===== src/rtl/twiddle_mult5_pkg.sv =====
// Shared FFT constants for the radix-5 twiddle stage:
// default widths, rounding constant and the twiddle quantiser.
package twiddle_mult5_pkg;

    localparam int  WIDTH_DEF    = 14;
    localparam int  TW_WIDTH_DEF = 12;
    localparam int  M_DEF        = 12;
    localparam int  LEGS         = 5;
    localparam real PI           = 3.14159265358979323846;

    function automatic int round_const(input int tw_width);
        return 1 << (tw_width - 3);
    endfunction

    // W = cos(a) - j*sin(a), a = 2*pi*e/n, with 1.0 = 2^(tw_width-2)
    function automatic int tw_quant(input int e, input int n,
                                    input int tw_width, input bit is_im);
        real ang;
        real v;
        ang = 2.0 * PI * real'(e) / real'(n);
        v   = is_im ? -$sin(ang) : $cos(ang);
        v   = v * real'(1 << (tw_width - 2));
        if (v >= 0.0)
            return $rtoi(v + 0.5);
        return -$rtoi(0.5 - v);
    endfunction

endpackage


===== src/rtl/twiddle_mult5_rom.sv =====
// Twiddle table: N quantised cos / -sin pairs addressed by exponent e.
// Pure lookup with a registered output; no control logic here.
module twiddle_rom
    import twiddle_mult5_pkg::*;
#(
    parameter int TW_WIDTH = TW_WIDTH_DEF,
    parameter int N        = LEGS * M_DEF,
    parameter int AW       = $clog2(N)
) (
    input  logic                       clk,
    input  logic [AW-1:0]              i_addr,
    output logic signed [TW_WIDTH-1:0] o_w_re,
    output logic signed [TW_WIDTH-1:0] o_w_im
);

    logic signed [TW_WIDTH-1:0] w_cos [N];
    logic signed [TW_WIDTH-1:0] w_sin [N];
    logic signed [TW_WIDTH-1:0] r_re;
    logic signed [TW_WIDTH-1:0] r_im;

    for (genvar g = 0; g < N; g++) begin : g_tab
        localparam logic signed [TW_WIDTH-1:0] C =
            TW_WIDTH'(tw_quant(g, N, TW_WIDTH, 1'b0));
        localparam logic signed [TW_WIDTH-1:0] S =
            TW_WIDTH'(tw_quant(g, N, TW_WIDTH, 1'b1));
        assign w_cos[g] = C;
        assign w_sin[g] = S;
    end

    always_ff @(posedge clk) begin
        r_re <= w_cos[i_addr];
        r_im <= w_sin[i_addr];
    end

    assign o_w_re = r_re;
    assign o_w_im = r_im;

endmodule


===== src/rtl/twiddle_mult5.sv =====
// Radix-5 SDF inter-stage twiddle multiplier, 3-cycle latency.
// Exponent e = (n*k) mod N is tracked incrementally per frame.
module twiddle_mult5
    import twiddle_mult5_pkg::*;
#(
    parameter int WIDTH    = WIDTH_DEF,
    parameter int TW_WIDTH = TW_WIDTH_DEF,
    parameter int M        = M_DEF
) (
    input  logic                    clk,
    input  logic                    rst,
    input  logic                    di_en,
    input  logic signed [WIDTH-1:0] di_re,
    input  logic signed [WIDTH-1:0] di_im,
    input  logic                    on,
    output logic                    do_en,
    output logic signed [WIDTH-1:0] do_re,
    output logic signed [WIDTH-1:0] do_im
);

    localparam int N  = LEGS * M;
    localparam int AW = $clog2(N);
    localparam int NW = (M > 1) ? $clog2(M) : 1;
    localparam int PW = WIDTH + TW_WIDTH + 1;
    localparam int SH = TW_WIDTH - 2;
    localparam logic signed [PW-1:0] RND  = PW'(round_const(TW_WIDTH));
    localparam logic signed [PW-1:0] VMAX = PW'((1 << (WIDTH - 1)) - 1);
    localparam logic signed [PW-1:0] VMIN = -VMAX - PW'(1);

    logic [AW-1:0] r_i;
    logic [AW-1:0] r_e;
    logic [NW-1:0] r_n;
    logic [2:0]    r_k;

    always_ff @(posedge clk) begin
        if (rst || !on) begin
            r_i <= '0;
            r_e <= '0;
            r_n <= '0;
            r_k <= '0;
        end else if (di_en) begin
            if (r_n == NW'(M - 1)) begin
                r_n <= '0;
                r_e <= '0;
                if (r_i == AW'(N - 1)) begin
                    r_i <= '0;
                    r_k <= '0;
                end else begin
                    r_i <= r_i + AW'(1);
                    r_k <= r_k + 3'd1;
                end
            end else begin
                r_n <= r_n + NW'(1);
                r_e <= r_e + AW'(r_k);
                r_i <= r_i + AW'(1);
            end
        end
    end

    logic signed [TW_WIDTH-1:0] w_wre;
    logic signed [TW_WIDTH-1:0] w_wim;

    twiddle_rom #(
        .TW_WIDTH(TW_WIDTH),
        .N       (N),
        .AW      (AW)
    ) u_rom (
        .clk   (clk),
        .i_addr(r_e),
        .o_w_re(w_wre),
        .o_w_im(w_wim)
    );

    logic                    r_s1_en, r_s2_en;
    logic                    r_s1_on, r_s2_on;
    logic signed [WIDTH-1:0] r_s1_re, r_s1_im;
    logic signed [WIDTH-1:0] r_s2_re, r_s2_im;
    logic signed [PW-2:0]    r_ac, r_bd, r_ad, r_bc;

    always_ff @(posedge clk) begin
        if (rst) begin
            r_s1_en <= 1'b0;
            r_s2_en <= 1'b0;
        end else begin
            r_s1_en <= di_en;
            r_s2_en <= r_s1_en;
        end
    end

    always_ff @(posedge clk) begin
        r_s1_on <= on;
        r_s1_re <= di_re;
        r_s1_im <= di_im;
        r_s2_on <= r_s1_on;
        r_s2_re <= r_s1_re;
        r_s2_im <= r_s1_im;
        r_ac    <= (PW-1)'(r_s1_re) * (PW-1)'(w_wre);
        r_bd    <= (PW-1)'(r_s1_im) * (PW-1)'(w_wim);
        r_ad    <= (PW-1)'(r_s1_re) * (PW-1)'(w_wim);
        r_bc    <= (PW-1)'(r_s1_im) * (PW-1)'(w_wre);
    end

    logic signed [PW-1:0] w_sre, w_sim;
    logic signed [PW-1:0] w_rre, w_rim;

    assign w_sre = PW'(r_ac) - PW'(r_bd);
    assign w_sim = PW'(r_ad) + PW'(r_bc);
    assign w_rre = (w_sre + RND) >>> SH;
    assign w_rim = (w_sim + RND) >>> SH;

    function automatic logic signed [WIDTH-1:0] f_sat(
        input logic signed [PW-1:0] v
    );
        if (v > VMAX)
            return VMAX[WIDTH-1:0];
        if (v < VMIN)
            return VMIN[WIDTH-1:0];
        return v[WIDTH-1:0];
    endfunction

    // Bypass path carries the raw sample: no rounding or clipping
    always_ff @(posedge clk) begin
        if (rst) begin
            do_en <= 1'b0;
            do_re <= '0;
            do_im <= '0;
        end else begin
            do_en <= r_s2_en;
            do_re <= r_s2_on ? f_sat(w_rre) : r_s2_re;
            do_im <= r_s2_on ? f_sat(w_rim) : r_s2_im;
        end
    end

endmodule


===== config.mk =====
export PLATFORM = sky130hd
export DESIGN_NAME = twiddle_mult5
export DESIGN_NICKNAME = d
export VERILOG_FILES = /design/src/rtl/twiddle_mult5_pkg.sv /design/src/rtl/twiddle_mult5_rom.sv /design/src/rtl/twiddle_mult5.sv
export SDC_FILE = /design/constraint.sdc
export NUM_CORES = 2
export LEC_CHECK = 0
export ABC_AREA = 1
export CAP_MARGIN = 0
export CELL_PAD_IN_SITES_DETAIL_PLACEMENT = 0
export CELL_PAD_IN_SITES_GLOBAL_PLACEMENT = 1
export CORE_MARGIN = 2
export CORE_UTILIZATION = 45
export CTS_CLUSTER_SIZE = 8
export DETAILED_ROUTE_END_ITERATION = 8
export GPL_TIMING_DRIVEN = 0
export PLACE_DENSITY_LB_ADDON = 0.3
export REMOVE_ABC_BUFFERS = 1
export SLEW_MARGIN = 20
export SYNTH_ARGS = -nofsm -noshare
export SYNTH_HDL_FRONTEND = slang
export SYNTH_SLANG_ARGS = --single-unit

===== constraint.sdc =====
create_clock -name clk -period 7.1 [get_ports clk]
set_input_delay 1.775 -clock clk [delete_from_list [all_inputs] [get_ports clk]]
set_output_delay 1.775 -clock clk [all_outputs]
set_load 0.05 [all_outputs]

==> flow_metrics.env <==
export IMPL_fmax_ghz=0.157
export IMPL_cp_max_fo=25
export IMPL_synthToLayoutAreaGrowth_pct=8.08
export IMPL_antenna_found_initial=1
export IMPL_slew_viol_final=0
export IMPL_crit_family="adder cells"
export IMPL_cts_root_buffer="clkbuf_16"
export IMPL_synth_top_cell_area_share=0.348
export IMPL_grt_pass1_vias=28400
export IMPL_required_ps=7520
export IMPL_gp_congestion=0.921
export IMPL_postCtsResizedCells=0
export IMPL_row_count=104
export IMPL_cp_end_kind="register"
export IMPL_clock_sinks=236
export IMPL_criticalPathCategory="reg -> reg"
export IMPL_synth_edff_count=0
export IMPL_die_h_um=288
export IMPL_cpMostUsedCell="nand2_1"
export IMPL_skew_ps=30.6
export IMPL_layout_nets=5548
export IMPL_first_pass_iters=8
export IMPL_grt_pass1_wl_um=158000
export IMPL_synth_xor_area_frac=0.0325
export IMPL_yosys_top_cells_area="fa_1 35%, dfxtp_1 13%, inv_1 12%"
export IMPL_ios=61
export IMPL_final_util=0.490
export IMPL_core_area_um2=80300
export IMPL_muxShareOfSynthArea=0
export IMPL_die_x_um=288
export IMPL_p_per_area_nw_per_um2=92.6
export IMPL_synth_async_reset_ratio=0
export IMPL_track_usage=0.244
export IMPL_synth_fa_ha_area_frac=0.465
export IMPL_relSlewSlack=0.289
export IMPL_ant_nets=0
export IMPL_initial_core_util=0.453
export IMPL_via_count=28000
export IMPL_fin_crit_ps=6350
export IMPL_detail_route_wl_per_cell_um=17.3
export IMPL_leakagePower_uw=0.0216
export IMPL_ir_drop_v=0.000149
export IMPL_yosys_area_share_simple=0.164
export IMPL_synth_top_family_by_area="adder cells"
export IMPL_fp_dieArea_um2=83100
export IMPL_clk_pin_slew_worst_paths_ps=50
export IMPL_slowest_delay_ps=990
export IMPL_drive_above_1_share=0.0452
export IMPL_hp_class="reg -> reg"
export IMPL_yosysSeqAreaShare=0.130
export IMPL_gr_usage_met3=0.0326
export IMPL_clk_latency_ps=570
export IMPL_ys_dominant_reg_cell="dfxtp_1"
export IMPL_tightest_slew_ps=1060
export IMPL_grt_busiest_layer="met2"
export IMPL_postCtsSetupBuffers=0
export IMPL_synth_cells=4586
export IMPL_routed_wl_um=97300
export IMPL_numCtsBuffers=37
export IMPL_cts_buffer_depth=3
export IMPL_worst_path_buf_inv=5
export IMPL_crit_arrival_ps=6770
export IMPL_yosysWarnings=0
export IMPL_htreeDepth=2
export IMPL_cp_start_kind="register"
export IMPL_route_detailed_drc=0
export IMPL_cp_slowest_cell="dfxtp_1"
export IMPL_portBuffers=60
export IMPL_worstPathCellList="nand2_1 -> fa_1 -> inv_1 -> ha_1 -> inv_1 -> fa_1 -> inv_1 -> fa_1 -> inv_1 -> fa_1 -> inv_1 -> ha_1 -> nand2_1 -> nor4_1 -> nand4_1 -> nand3_1 -> nand2_1 -> nand2_1 -> nand2_1 -> nand2_1 -> xor2_1"
export IMPL_synth_most_common_cell="inv_1"
export IMPL_setup_violations=0
export IMPL_tritoncts="built"
export IMPL_dp_hpwl_um=77500
export IMPL_grtUsageMet1=0.360
export IMPL_status="finished clean"
export IMPL_rsz0062_at_grt="no"
export IMPL_vias_per_cell=4.99
export IMPL_drt_initial_drc_count=1993
export IMPL_tns_ps=0
export IMPL_ys_types=62
export IMPL_grt_max_degree=36
export IMPL_cts_hold_fix_buffers=0
export IMPL_use_met2=0.371
export IMPL_max_cap_violations=0
export IMPL_overflow=0
export IMPL_synth_compound_area_frac=0.0694
export IMPL_yosys_register_bits=236
export IMPL_netlist_area_um2=36400
export IMPL_yosys_area_top_type="fa_1"
export IMPL_hold_viol=0
export IMPL_fin_crit_sh=0.894
export IMPL_syn_avg_cell_area_um2=7.93
export IMPL_synth_common_cells="1173 x inv_1, 1073 x nand2_1, 633 x fa_1"
## cells in the final DEF, fill, tap and decap left out, drive strengths merged, types with 12 or more instances in the layout
| master | instances |
|---|---|
| o21bai | 13 |
| a21o | 12 |
| nor3 | 29 |
| xnor2 | 56 |
| nand2 | 1108 |
| nor2 | 211 |
| o21ai | 148 |
| a21oi | 189 |
| fa | 633 |
| o211ai | 13 |
| clkbuf | 48 |
| nand3 | 80 |
| inv | 1178 |
| xor2 | 79 |
| nand4 | 25 |
| clkdlybuf4s50 | 60 |
| dfxtp | 236 |
| ha | 338 |
| buf | 20 |
## registers in the layout, summed over array words and instances, names as in the netlist
register      count
r_bc             26
u_rom.o_w_re     12
r_s2_en           1
r_s1_en           1
r_s2_im          14
r_k               3
r_ac             26
r_ad             26
r_n               4
do_en             1
r_s1_re          14
r_s2_on           1
r_s1_im          14
u_rom.o_w_im     12
r_s1_on           1
r_s2_re          14
r_bd             26
do_re            14
do_im            14
r_e               6
r_i               6
## layout make-up
| class | count | area (µm²) |
|---|---|---|
| diodes | 1 | 2.50 |
| clock buffers | 48 | 1020 |
| clock inverters | 4 | 71.3 |
| fillers | 7920 | 41000 |
| inverters | 1182 | 4440 |
| multi-input cells | 3008 | 26600 |
| flip-flops and latches | 236 | 4790 |
| well taps | 1060 | 1330 |
| repair buffers | 80 | 1110 |
## worst paths after layout
check                           start                to  slack, ps  cells past startpoint
setup reg to reg  r_s1_re[13]$_DFF_P_  r_ad[24]$_DFF_P_        750                     21
hold reg to reg       r_s1_on$_DFF_P_   r_s2_on$_DFF_P_        330                      0
hold / removal        r_s1_on$_DFF_P_   r_s2_on$_DFF_P_        330                      0
setup / recovery  r_s1_re[13]$_DFF_P_  r_ad[24]$_DFF_P_        750                     21
## stage by stage
stage	hold WS [ps]	total power, µW	std cells	cell area [µm²]	setup slack, ps
3_3_place_gp	312	1930	5546	37700	284
5_1_grt	335	3800	5618	39300	328
3_5_place_dp	316	1950	5566	38200	875
4_1_cts	327	3700	5618	39300	831
2_1_floorplan	310	1750	4426	35700	2050
6_report	325	3640	5619	39300	750
## power breakdown
group,switching [µW],leakage (µW),total (µW),internal (µW)
registers,92.6,0.00196,1470,1370
clock network,688,0.000533,1720,1030
logic,293,0.0191,457,163
total,1070,0.0216,3640,2570
## layer usage
layer  wire length (µm)  vias to the layer above
met2              41900                      852
met4               3070                        0
met1              45800                    13600
met3               6520                      135
li1                   -                    13400
met5                  0                        -
## cells by family after synthesis
kind of cell	Yosys count
xor+xnor	135
compound gates	433
flops	236
simple gates	1469
fa+ha+maj	971
buf+inv	1342
(Power assumes the default switching activity.)
